File: src/rtl/pipe_pkg.sv
// Shared constants and helpers for the valid/allowin pipeline chain.
package pipe_pkg;

  localparam int MIN_STAGES = 2;
  localparam int MAX_STAGES = 16;

  function automatic bit nstage_ok(input int n);
    return (n >= MIN_STAGES) && (n <= MAX_STAGES);
  endfunction

  function automatic int occ_width(input int n);
    return $clog2(n + 1);
  endfunction

  // Stage vectors are zero-extended to 16 bits, so one counter covers every legal depth.
  function automatic logic [4:0] popcount16(input logic [15:0] v);
    logic [4:0] c;
    c = '0;
    for (int i = 0; i < 16; i++) begin
      c = c + {4'b0, v[i]};
    end
    return c;
  endfunction

endpackage

File: src/rtl/pipe_stage.sv
// One pipeline slot: a valid/data register with stall, flush and bubble-collapse logic.
module pipe_stage #(
  parameter int DW = 32
) (
  input  logic          clk,
  input  logic          rst_n,
  input  logic          src_valid,
  input  logic [DW-1:0] src_data,
  input  logic          stall,
  input  logic          flush,
  input  logic          next_allowin,
  output logic          valid,
  output logic [DW-1:0] data,
  output logic          allowin,
  output logic          fwd
);

  logic ready_go;

  assign ready_go = ~stall;
  // A flushed item is masked here so it never reaches the next stage.
  assign fwd      = valid & ready_go & ~flush;
  // An empty slot always accepts, which collapses bubbles.
  assign allowin  = ~valid | (ready_go & next_allowin);

  always_ff @(posedge clk or negedge rst_n) begin
    if (!rst_n) begin
      valid <= 1'b0;
    end else if (flush) begin
      valid <= 1'b0;
    end else if (allowin) begin
      valid <= src_valid;
    end
  end

  // Data is left untouched by flush; only the valid bit matters once killed.
  always_ff @(posedge clk or negedge rst_n) begin
    if (!rst_n) begin
      data <= '0;
    end else if (allowin && src_valid) begin
      data <= src_data;
    end
  end

endmodule

File: src/rtl/pipe_chain.sv
// N-stage valid/allowin pipeline backbone with per-stage stall/flush taps,
// occupancy and a saturating count of flush-dropped items.
module pipe_chain
  import pipe_pkg::*;
#(
  parameter int DW     = 32,
  parameter int NSTAGE = 5,
  parameter int CNTW   = 16
) (
  input  logic                          clk,
  input  logic                          rst_n,
  input  logic                          in_valid,
  input  logic [DW-1:0]                 in_data,
  output logic                          in_ready,
  input  logic [NSTAGE-1:0]             stall,
  input  logic [NSTAGE-1:0]             flush,
  output logic                          out_valid,
  output logic [DW-1:0]                 out_data,
  input  logic                          out_ready,
  output logic [NSTAGE-1:0]             stage_valid,
  output logic [$clog2(NSTAGE+1)-1:0]   occupancy,
  output logic [CNTW-1:0]               flush_cnt
);

  localparam int OCCW = occ_width(NSTAGE);

  if (!nstage_ok(NSTAGE)) begin : g_bad_nstage
    $error("pipe_chain: NSTAGE must be within 2..16");
  end

  logic [NSTAGE:0]   allowin;
  logic [NSTAGE-1:0] fwd;
  logic [NSTAGE-1:0] valid_q;
  logic [DW-1:0]     data_q [NSTAGE];

  assign allowin[NSTAGE] = out_ready;

  for (genvar i = 0; i < NSTAGE; i++) begin : g_stage
    logic          src_v;
    logic [DW-1:0] src_d;

    if (i == 0) begin : g_head
      assign src_v = in_valid;
      assign src_d = in_data;
    end else begin : g_body
      assign src_v = fwd[i-1];
      assign src_d = data_q[i-1];
    end

    pipe_stage #(.DW(DW)) u_stage (
      .clk          (clk),
      .rst_n        (rst_n),
      .src_valid    (src_v),
      .src_data     (src_d),
      .stall        (stall[i]),
      .flush        (flush[i]),
      .next_allowin (allowin[i+1]),
      .valid        (valid_q[i]),
      .data         (data_q[i]),
      .allowin      (allowin[i]),
      .fwd          (fwd[i])
    );
  end

  assign in_ready    = allowin[0];
  assign out_valid   = fwd[NSTAGE-1];
  assign out_data    = data_q[NSTAGE-1];
  assign stage_valid = valid_q;
  assign occupancy   = OCCW'(popcount16(16'(valid_q)));

  // An accepted item landing in an empty, flushed stage 0 is dropped without
  // ever being held; it is counted separately from the held-item kills.
  logic            in_drop;
  logic [4:0]      drop_now;
  logic [CNTW:0]   cnt_sum;

  assign in_drop  = flush[0] & in_valid & allowin[0] & ~valid_q[0];
  assign drop_now = popcount16(16'(flush & valid_q)) + {4'b0, in_drop};
  assign cnt_sum  = {1'b0, flush_cnt} + (CNTW+1)'(drop_now);

  always_ff @(posedge clk or negedge rst_n) begin
    if (!rst_n) begin
      flush_cnt <= '0;
    end else if (cnt_sum[CNTW]) begin
      flush_cnt <= '1;
    end else begin
      flush_cnt <= cnt_sum[CNTW-1:0];
    end
  end

endmodule

File: config.mk
export PLATFORM = sky130hd
export DESIGN_NAME = pipe_chain
export DESIGN_NICKNAME = d
export VERILOG_FILES = /design/src/rtl/pipe_pkg.sv /design/src/rtl/pipe_stage.sv /design/src/rtl/pipe_chain.sv
export SDC_FILE = /design/constraint.sdc
export NUM_CORES = 1
export LEC_CHECK = 0
export ABC_AREA = 1
export CORE_MARGIN = 2
export CORE_UTILIZATION = 50
export CTS_CLUSTER_SIZE = 40
export DETAILED_ROUTE_END_ITERATION = 10
export PLACE_DENSITY = 0.77
export SLEW_MARGIN = 0
export SYNTH_ARGS = -nofsm -noshare
export SYNTH_HDL_FRONTEND = slang
export SYNTH_SLANG_ARGS = --single-unit
export TNS_END_PERCENT = 20
File: constraint.sdc
create_clock -name clk -period 8.89 [get_ports clk]
set_clock_uncertainty 0.2 [all_clocks]
set_input_delay 0.889 -clock clk [delete_from_list [all_inputs] [get_ports clk]]
set_output_delay 0.889 -clock clk [all_outputs]
set_load 0.005 [all_outputs]
**After elaboration in Yosys (flattened, before gate mapping)**

Index checks and enable logic that the tools add are counted.

- Register bits after elaboration: 181
- Bits of input ports: 46
- Output and inout bits: 58
- Word-level logic and storage cells: 92

- Add/subtract/negate cells: 21
- Muxes and demuxes: 11
- Bitwise logic cells: 39
- Reduce and logical (&&, ||, !) cells: 10

Operators by type and width:

| operator | count |
|---|---|
| 5-bit by 1-bit adder with 5-bit output, second input constant | 11 |
| 1-bit bitwise AND | 18 |
| 16-bit by 5-bit adder with 17-bit output | 1 |
| 16-bit 2-to-1 mux | 1 |
| 1-bit NOT | 15 |
| 1-bit 2-to-1 mux | 10 |
| 2-bit nonzero test | 5 |
| 2-bit by 1-bit adder with 3-bit output | 2 |
| 3-bit by 1-bit adder with 3-bit output | 2 |
| 4-bit by 1-bit adder with 5-bit output | 1 |
| 5-bit by 1-bit adder with 5-bit output | 1 |
| 5-bit bitwise AND | 1 |
| 1-bit logical AND | 5 |
| 1-bit OR | 5 |
| 1-bit by 1-bit adder with 2-bit output | 2 |
| 3-bit by 1-bit adder with 4-bit output | 1 |

**Depth between registers and ports, before layout**

Gate-level depths: netlist (run 1).

- Word-level depth: 19
- Depth in mapped cells: 17
- Gate-level depth less buffers: 16

**Cells and area by module**

Synthesis (run 1) repeated with hierarchy kept, for this count alone.

- Cell total of the unflattened synthesis: 880
- Area total of the unflattened synthesis: 7898.8 um^2

By module, submodules not included:

| module | times used | cells an instance | area an instance (um^2) | sequential area each (um^2) |
|---|---|---|---|---|
| pipe_stage | 5 | 147 | 1353.8 | 825.8 |
| pipe_chain | 1 | 145 | 1129.8 | 400.4 |

**Worst setup path before layout (run 1)**

No wires, ideal clock.

- Path type: in2reg
- Start point: in in_valid
- End point: reg flush_cnt[2]
- Library setup time: 137 ps
- Arrival time: 3712 ps
- Required time: 8553 ps
- Setup slack: 4841 ps
- Stages: 15
- Buffers on the path: 1
- Cells stage by stage: buf_2 > inv_1 > nor3_1 > fa_1 > inv_1 > fa_1 > inv_1 > fa_1 > fa_1 > nand2_2 > nand2_2 > nand3_4 > nor3b_4 > nand3_1 > o21ai_0

- Cells in the longest elaborated chain, start to end: 6

Ends and longest elaborated chain:

| item | RTL line | text |
|---|---|---|
| start, declared | pipe_chain.sv:12 | `input logic in_valid,` |
| 1-bit bitwise AND (3 in a row) | pipe_chain.sv:77 | `assign in_drop = flush[0] & in_valid & allowin[0] & ~valid_q[0];` |
| 5-bit by 1-bit adder with 5-bit output | pipe_chain.sv:78 | `assign drop_now = popcount16(16'(flush & valid_q)) + {4'b0, in_drop};` |
| 16-bit by 5-bit adder with 17-bit output | pipe_chain.sv:79 | `assign cnt_sum = {1'b0, flush_cnt} + (CNTW+1)'(drop_now);` |
| 16-bit 2-to-1 mux | pipe_chain.sv:84 | `end else if (cnt_sum[CNTW]) begin` |
| end signal, assigned | pipe_chain.sv:87 | `flush_cnt <= cnt_sum[CNTW-1:0];` |
| end, declared | pipe_chain.sv:22 | `output logic [CNTW-1:0] flush_cnt` |

Every way passes these cells.
A chain may end at the register's enable or synchronous reset.

**Final worst setup path (run 1)**

Same ends and word-level chain as after synthesis.

==> metrics, run 1 <==
status finished clean; I/O pin count between 100 and 150; Hold Startpoint g_stage[0].u_stage.data[29]; Port Buffers 103; Synth top area share 0.6114; Worst setup EP type register; Synth Net Count around 830; Core ar. ~14,000 um2; # rows 44; largest cells by area after synthesis dfrtp_1, nand2_1, inv_1, a21oi_1, o21ai_0; CTS Hold Bufs 0; Worst path top cell family by delay adder cells; GPL Wtd Cong approximately 0.84; FF-to-FF Start g_stage[0].u_stage.valid; pwr/cell area roughly 230 nW/um2; Layout area overhead 22.68%; initial antenna violation count 0; Peak VDD IR 0.1382 mV; max-slew headroom at the worst pin 0.2553; post-CTS sizing 0; CTS Root Cell clkbuf_16; WP data required around 9 ns; vias 5,072; RR Endpoint flush_cnt[2]; cell mode on critical path fa_1; r2r worst-path depth 13; Crit path largest cell delay around 0.53 ns; peak fanout along the critical path 34; TritonCTS Buffers 17; worst-margin pin slew ~1.1 ns; Starting DRT DRC Count about 310; sw power between 0.5 and 0.6 mW; WL final 13.64 mm; first-pass GRT wire length 23.70 mm; Mapped Area about 7400 um2; unrepaired setup endpoints after global routing false; DRC violations left 0; synth warn 0; Fmax 228.8 MHz; antenna violation net count after detailed routing 0; Die H 125.7 um; Post-CTS Setup Bufs 0; Clock Power Share 0.372; Clock Tree Buf Depth 2; total die area 15,810 um2; largest net degree at the start of global routing 99; Nets 914; Comb power frac 0.135; Worst Hold End g_stage[0].u_stage.data[29]; clock slew at reported path FFs 0.07 ns; DP Wirelength between 9 and 10 mm; endpoints failing setup 0; Tot GR Track Use 0.1859; Worst Path Buf+Inv 5; syn_area_per_cell roughly 9.6 um2; worst skew pair latency between 0.4 and 0.5 ns; WL per Instance 12.93 um; Max-cap violations 0; Critical Path Start in_valid; sw frac 0.2509; Unique masters post-synth 32; r2r setup slk around 5.2 ns; Cells after Synth between 700 and 800; Yosys top cell by area dfrtp_1; min Tclk post-route 4.371 ns; gr ovfl total 0; Inserted Diodes 0; Worst Setup Path Type in -> reg; CP cell instances clkdlybuf4s50_1 > buf_4 > inv_1 > nor3_1 > fa_1 > inv_1 > fa_1 > inv_1 > fa_1 > fa_1 > nand2_2 > nand2_2 > nand3_4 > nor3b_4 > nand3_1 > o21ai_0; LEAKAGE around 4.6 nW; TNS Setup 0 ns; final hold vios 0; Internal 1.573 mW; Cell Area, Placed 8461 um2; Final Cell Area a little over 9000 um2; drt pass-1 iters 4; CTS tree yes; Hold Crit Depth 2; Final Cycle Share 0.4916; Worst EP arrival 4.47 ns; share of post-route cells with drive strength above 1 0.08037; CP Launch Type primary input; sequential fraction of the synthesis area 0.6114; Fillers ~1,200; Seq pwr share 0.492; H-Tree Depth 4; Die W 125.7 um; via/cell ratio 4.808; worst min path class reg -> reg; clock sink count ~180; Initial Util 0.5117; Slowest cell on crit path fa_1; synthesized flop and latch total between 150 and 200; vias in the first global route 4,987; fin. max-slew vios 0
-- worst reg2reg max path, cell delays in order, from the launching register on --
cell,delay [ns]
dfrtp_1,0.55
nor3_1,0.14
fa_1,0.52
inv_1,0.05
fa_1,0.53
inv_1,0.05
fa_1,0.46
fa_1,0.42
nand2_2,0.10
nand2_2,0.07
nand3_4,0.08
nor3b_4,0.06
nand3_1,0.23
o21ai_0,0.14
-- metal layers --
metal	vias to the layer above	GRT usage	part of all wire
met2	100	0.2833	0.44
li1	2587	-	-
met4	0	0.05882	0.014
met3	16	0.06542	0.067
met1	2369	0.2529	0.48
met5	-	0	0
-- synth_stat cells, drive strengths merged --
master  count
a21oi      70
buf        27
clkbuf     12
dfrtp     181
fa          6
ha          4
inv        96
mux2        2
nand2     173
nand3      45
nand3b      1
nand4       1
nor2       74
nor3        5
nor3b       2
o21ai      66
or2         2
xnor2       1
xor2        5
-- power by group through the flow --
stage	registers [mW]	logic [mW]	clock network, mW
floorplan	1.03	0.165	0
global placement	1.04	0.274	0
detailed placement	1.04	0.288	0
CTS	1.03	0.290	0.793
global route	1.05	0.329	0.830
finish	1.03	0.284	0.782
-- sequential cells by signal (all words and copies together), names as in the netlist --
register,count
flush_cnt,16
g_stage.u_stage.data,160
g_stage.u_stage.valid,5
-- placed cells by master, fill, tap and decap left out, types with 2 or more instances in the layout --
cell	n
clkbuf_16	17
xor2_1	5
buf_4	2
fa_1	6
inv_1	95
a21oi_1	70
nand2_1	147
clkinv_4	3
nand3_1	43
mux2_2	2
clkdlybuf4s50_1	102
dfrtp_1	181
nor2_1	72
nor3_1	5
nand2_2	21
bufinv_16	3
clkbuf_8	5
nor2_2	2
o21ai_0	66
nand2_8	2
nand2_4	3
ha_1	4
inv_6	2
clkinv_2	2
-- final cells by class --
class / instances / area, um2 / area share
timing repair buffer: 105 / 1050 / 0.1155
multi-input combinational: 457 / 2291 / 0.2521
sequential: 181 / 4529 / 0.4983
inverter: 96 / 360.3 / 0.03965
tap: 184 / 230.2 / 0.02533
clock buffer: 22 / 484.2 / 0.05328
clock inverter: 10 / 143.9 / 0.01583
-- stage by stage --
stage | total power [mW] | hold WS, ns | util | instances | setup slack [ns]
detailed placement | 1.333 | 0.2597 | 0.5843 | 1023 | 4.029
finish | 2.100 | 0.2692 | 0.6277 | 1055 | 4.519
global route | 2.209 | 0.2871 | 0.6277 | 1055 | 4.254
CTS | 2.117 | 0.2752 | 0.6277 | 1055 | 4.495
floorplan | 1.196 | 0.2426 | - | 773 | 4.841
global placement | 1.316 | 0.2574 | 0.5843 | 1023 | 4.103
-- cell families after synthesis --
group	count (synthesis)	share of synthesized area
flip-flops	181	0.6114
AND/OR/NAND/NOR	303	0.1832
AO/OA/AOI/OAI	136	0.09188
XOR/XNOR	6	0.007093
multiplexers	2	0.003040
adder cells (fa/ha/maj)	10	0.02297
buffers and inverters	135	0.08039
-- worst max-delay path by stage --
stage	end	slack [ns]	depth (start not counted)
2_1_floorplan	flush_cnt[2]	4.84	15
3_3_place_gp	flush_cnt[2]	4.10	16
3_5_place_dp	flush_cnt[2]	4.03	16
4_1_cts	flush_cnt[2]	4.49	16
5_1_grt	flush_cnt[15]	4.25	18
6_report	flush_cnt[2]	4.52	16
Power figures use the tool's default switching activity.
==> run 2, diff against run 1 <==
clock period = 4.25 ns   (was 8.89 ns; I/O delays follow)
==> metrics, run 2 (synthesis gave the netlist of run 1 again) <==
status finished clean (unchanged); CP cell instances nor3_1 > fa_1 > inv_1 > fa_1 > inv_1 > fa_1 > fa_1 > nand2_2 > nand2_2 > nand3_4 > nor3b_4 > nand3_1 > o21ai_0 (was clkdlybuf4s50_1 > buf_4 > inv_1 > nor3_1 > fa_1 > inv_1 > fa_1 > inv_1 > fa_1 > fa_1 > nand2_2 > nand2_2 > nand3_4 > nor3b_4 > nand3_1 > o21ai_0); clock sink count 181 (unchanged); TritonCTS Buffers 17 (unchanged); Comb power frac 0.139 (was 0.135); total die area 15,810 um2 (unchanged); Internal 3.169 mW (was 1.573 mW); WP data required 4.33 ns (was 8.99 ns); antenna violation net count after detailed routing 0 (unchanged); # rows 44 (unchanged); initial antenna violation count 0 (unchanged); min Tclk post-route between 3 and 4 ns; DP Wirelength 8.957 mm (was 9.072 mm); Layout area overhead 22.31% (was 22.68%); cell mode on critical path fa_1 (unchanged); drt pass-1 iters 4 (unchanged); CTS Root Cell clkbuf_16 (unchanged); TNS Setup 0 ns (unchanged); Die W 125.7 um (unchanged); Worst EP arrival 3.87 ns (was 4.47 ns); GPL Wtd Cong 0.8339 (was 0.8374); max reg flops 160 (unchanged); Nets 915 (was 914); Top Registers g_stage.u_stage.data x160, flush_cnt x16, g_stage.u_stage.valid x5 (unchanged); Peak VDD IR 0.3163 mV (was 0.1382 mV); Starting DRT DRC Count 441 (was 314); Worst setup EP type register (unchanged); Clock Power Share 0.354 (was 0.372); Fmax ~260 MHz; Clock Tree Buf Depth 2 (unchanged); Tot GR Track Use 0.1813 (was 0.1859); multi-input logic area 2291 um2 (unchanged); WL per Instance 12.97 um (was 12.93 um); Die H 125.7 um (unchanged); largest net degree at the start of global routing 122 (was 99); WL final 13.69 mm (was 13.64 mm); Power Total 4.263 mW (was 2.100 mW); Seq pwr share 0.507 (was 0.492); gr ovfl total 0 (unchanged); DRC violations left 0 (unchanged); Slowest cell on crit path dfrtp_1 (was fa_1); final hold vios 0 (unchanged); I/O pin count 104 (unchanged); H-Tree Depth 4 (unchanged); fin. max-slew vios 0 (unchanged); Fillers 1,190 (was 1,207); vias 5,003 (was 5,072); Port Buffers 103 (unchanged); worst-margin pin slew 1.108 ns (was 1.113 ns); Storage cell area 4529 um2 (unchanged); worst skew pair latency 0.42 ns (was 0.43 ns); max-slew headroom at the worst pin 0.2590 (was 0.2553); clock slew at reported path FFs 0.06 ns (was 0.07 ns); Cell Area, Placed 8473 um2 (was 8461 um2); commonest non-fill, non-tap cell in the layout dfrtp_1 (unchanged); most frequent cells in the layout dfrtp_1, nand2_1, clkdlybuf4s50_1 (unchanged); Worst path top cell family by delay adder cells (unchanged); Final Cell Area 9061 um2 (was 9089 um2); Initial Util 0.5117 (unchanged); Core ar. 14,480 um2 (unchanged); CTS tree yes (unchanged); Max-cap violations 0 (unchanged); LEAKAGE 4.578 nW (was 4.603 nW); Worst Setup Path Type reg -> reg (was in -> reg); sw frac 0.2566 (was 0.2509); via/cell ratio 4.742 (was 4.808); Worst Path Buf+Inv 2 (was 5); Crit path largest cell delay 0.55 ns (was 0.53 ns); Inserted Diodes 0 (unchanged); CP Launch Type register (was primary input); unrepaired setup endpoints after global routing false (unchanged); pwr/cell area 470.5 nW/um2 (was 231.0 nW/um2); vias in the first global route 4,697 (was 4,987); sw power 1.094 mW (was 0.5268 mW); share of post-route cells with drive strength above 1 0.08037 (unchanged); first-pass GRT wire length 23.09 mm (was 23.70 mm); Final Cycle Share 0.8914; peak fanout along the critical path 8 (was 34); endpoints failing setup 0 (unchanged); worst min path class reg -> reg (unchanged); Biggest register g_stage.u_stage.data (unchanged)
==> run 2: changes by cell type in the layout (fill, tap and decap cells not counted), sizes merged <==
cell	change
clkinvlp	+3
bufinv	-2
clkbuf	-1
clkinv	-1
dlygate4sd3	+1
==> run 2: path summary, 6_finish.rpt <==
kind | startpoint | end | slack, ns | cells past startpoint
worst max-delay path | g_stage[0].u_stage.valid | flush_cnt[2] | 0.46 | 13
worst min register to register | g_stage[0].u_stage.data[31] | g_stage[0].u_stage.data[31] | 0.27 | 2
max in group asynchronous | rst_n | g_stage[3].u_stage.data[13] | 2.50 | 3
worst max register to register | g_stage[0].u_stage.valid | flush_cnt[2] | 0.46 | 13
min in group asynchronous | rst_n | flush_cnt[14] | 0.51 | 2
worst min-delay path | g_stage[0].u_stage.data[31] | g_stage[0].u_stage.data[31] | 0.27 | 2
==> run 2: what timing repair did <==
action	in CTS	in global routing
setup buffers	0	0
hold buffers	1	0
resized for setup	0	0
hold endpoints to repair	42	0
==> run 2: final cells by class <==
cell class | count | area share
Timing Repair Buffer | 106 | 0.1183
Inverter | 96 | 0.03977
Clock inverter | 10 | 0.01077
Tap cell | 184 | 0.02541
Sequential cell | 181 | 0.4999
Multi-Input combinational cell | 457 | 0.2528
Clock buffer | 21 | 0.05302
==> run 2: metrics by stage <==
step | setup WS (ns) | cells | utilization | hold WS, ns
after floorplan | 0.6649 | 773 | - | -0.07059
after global placement | 0.2209 | 1023 | 0.5852 | 0.2558
after detailed placement | 0.09014 | 1023 | 0.5852 | 0.2593
after CTS | 0.4456 | 1055 | 0.6258 | 0.2759
after global routing | 0.2621 | 1055 | 0.6258 | 0.3030
final | 0.4614 | 1055 | 0.6258 | 0.2704
==> run 2: routing by layer <==
metal	wire, um	track usage
met1	6676	0.2634
met2	6004	0.2566
met3	906	0.06585
met5	0	0
met4	102	0.05686
==> run 2: tightest hold or removal path: stages, from the launching register on <==
cell     delay (ns)
dfrtp_1        0.34
nand2_1        0.06
nand2_1        0.04
==> run 2: power groups by stage <==
stage,Combinational [mW],Clock [mW],Sequential (mW)
after floorplan,0.346,0,2.16
after CTS,0.606,1.54,2.16
after detailed placement,0.603,0,2.18
after global routing,0.685,1.62,2.19
after global placement,0.577,0,2.18
final,0.594,1.51,2.16
==> edit, RTL diff (config.mk and constraints of run 1) <==
`NSTAGE`: 5 -> 6.
--- a/src/rtl/pipe_chain.sv
+++ b/src/rtl/pipe_chain.sv
@@ -6,3 +6,3 @@
   parameter int DW     = 32,
-  parameter int NSTAGE = 5,
+  parameter int NSTAGE = 6,
   parameter int CNTW   = 16
Interface: changed (resized flush, stage_valid and stall); port bits go from 104 to 107. No check against the original RTL was run, so the function may have changed too.
==> edit against run 1 <==
Critical path depth rose by 2. Final area rose by 17%. Setup slack got worse by 0.69 ns. Sequential cell count rose by 33. Area after synthesis rose by 18%. Synthesized cell count rose by 20%. Non-clock buffer count rose by 4. Wire length rose by 21%. Total power rose by 17%. Critical path type unchanged. Critical endpoint is now flush_cnt[3]$_DFF_PN0_. Largest cell class unchanged. Largest power group unchanged.
==> edit: results (changes against run 1) <==
* Hold Slack at 0.2282 ns (-0.04103 ns)
* Global Route met3 Usage at 2.946% (-3.6 points)
* Max incr delay on CP at 0.45 ns (-0.08 ns)
* Wire length on met3 at 806 um (-12%)
* Yosys cell types at 30 (-6.3%)
* M1 wire length at 7870 um (+21%)
* Drt wl/cell at 13.22 um (+2.2%)
* Met1 Usage GRT at 27.65% (+2.4 points)
* Power Density at 232.0 mW/mm2 (+0.44%)
* Placed cells at 1,212 (+18%)
* Post-synthesis sequential area ratio at 61.33% (+0.19 points)
* Met2 routed WL at 7574 um (+25%)
* Initial DRC count at 371 (+18%)
* FF-to-FF path depth at 15 (+2)
* Vias in the first global route at 5,842 (+17%)
* Pre-CTS setup slack at 3.382 ns (-0.6470 ns)
* HP Class: input pin to asynchronous set/reset pin
* Synth area leaders: dfrtp_1 61%, nand2_1 9.0%, inv_1 4.6%, nand3_1 4.2%, a21oi_1 4.1%
* Port bufs at 106 (+2.9%)
* Max frequency at 197.6 MHz (-14%)
* H-tree levels at 1 (-3)
* Dpl cell area at 0.009829 mm2 (+16%)
* Worst skew pair latency at 0.49 ns (+0.06 ns)
* Largest registers: g_stage.u_stage.data (192), flush_cnt (16), g_stage.u_stage.valid (6)
* Clock buffer depth at 3 (+1)
* Pleak at 0.005439 uW (+18%)
* Worst reg2reg endpoint: flush_cnt[3]$_DFF_PN0_
* Reg2reg setup slack at 4.55 ns (-0.63 ns)
* Status: finished, final reports clean
* Crit path DAT at 5.21 ns (+0.74 ns)
* Vias/cell at 4.903 (+2.0%)
* Layout fillers at 1,463 (+21%)
* CTS Buf Count at 22 (+5)
* Largest net degree at the start of global routing at 127 (+28%)
* Routed vias at 6,134 (+21%)
==> edit: report_power, final <==
part | internal [uW] | total (uW) | switching [uW] | leakage, uW
Clock | 591 | 954 | 362 | 0.000378
Sequential | 1120 | 1200 | 75.5 | 0.00260
Combinational | 144 | 309 | 165 | 0.00246
==> edit: area by class of cell <==
cell class              instances  area share, %
well taps                     225          2.657
flip-flops and latches        214          50.55
inverters                     108          3.827
clock buffers                  30          6.059
clock inverters                 9          1.157
repair buffers                109          10.28
multi-input cells             556          25.48
==> edit: cell families after synthesis <==
logic type / count (synthesis) / share of synthesized area, %
AO/OA/AOI/OAI: 146 / 8.454
multiplexers: 6 / 0.7737
flip-flops: 214 / 61.33
adder cells (fa/ha/maj): 15 / 2.751
AND/OR/NAND/NOR: 387 / 18.64
buffers and inverters: 158 / 7.852
XOR/XNOR: 2 / 0.2006
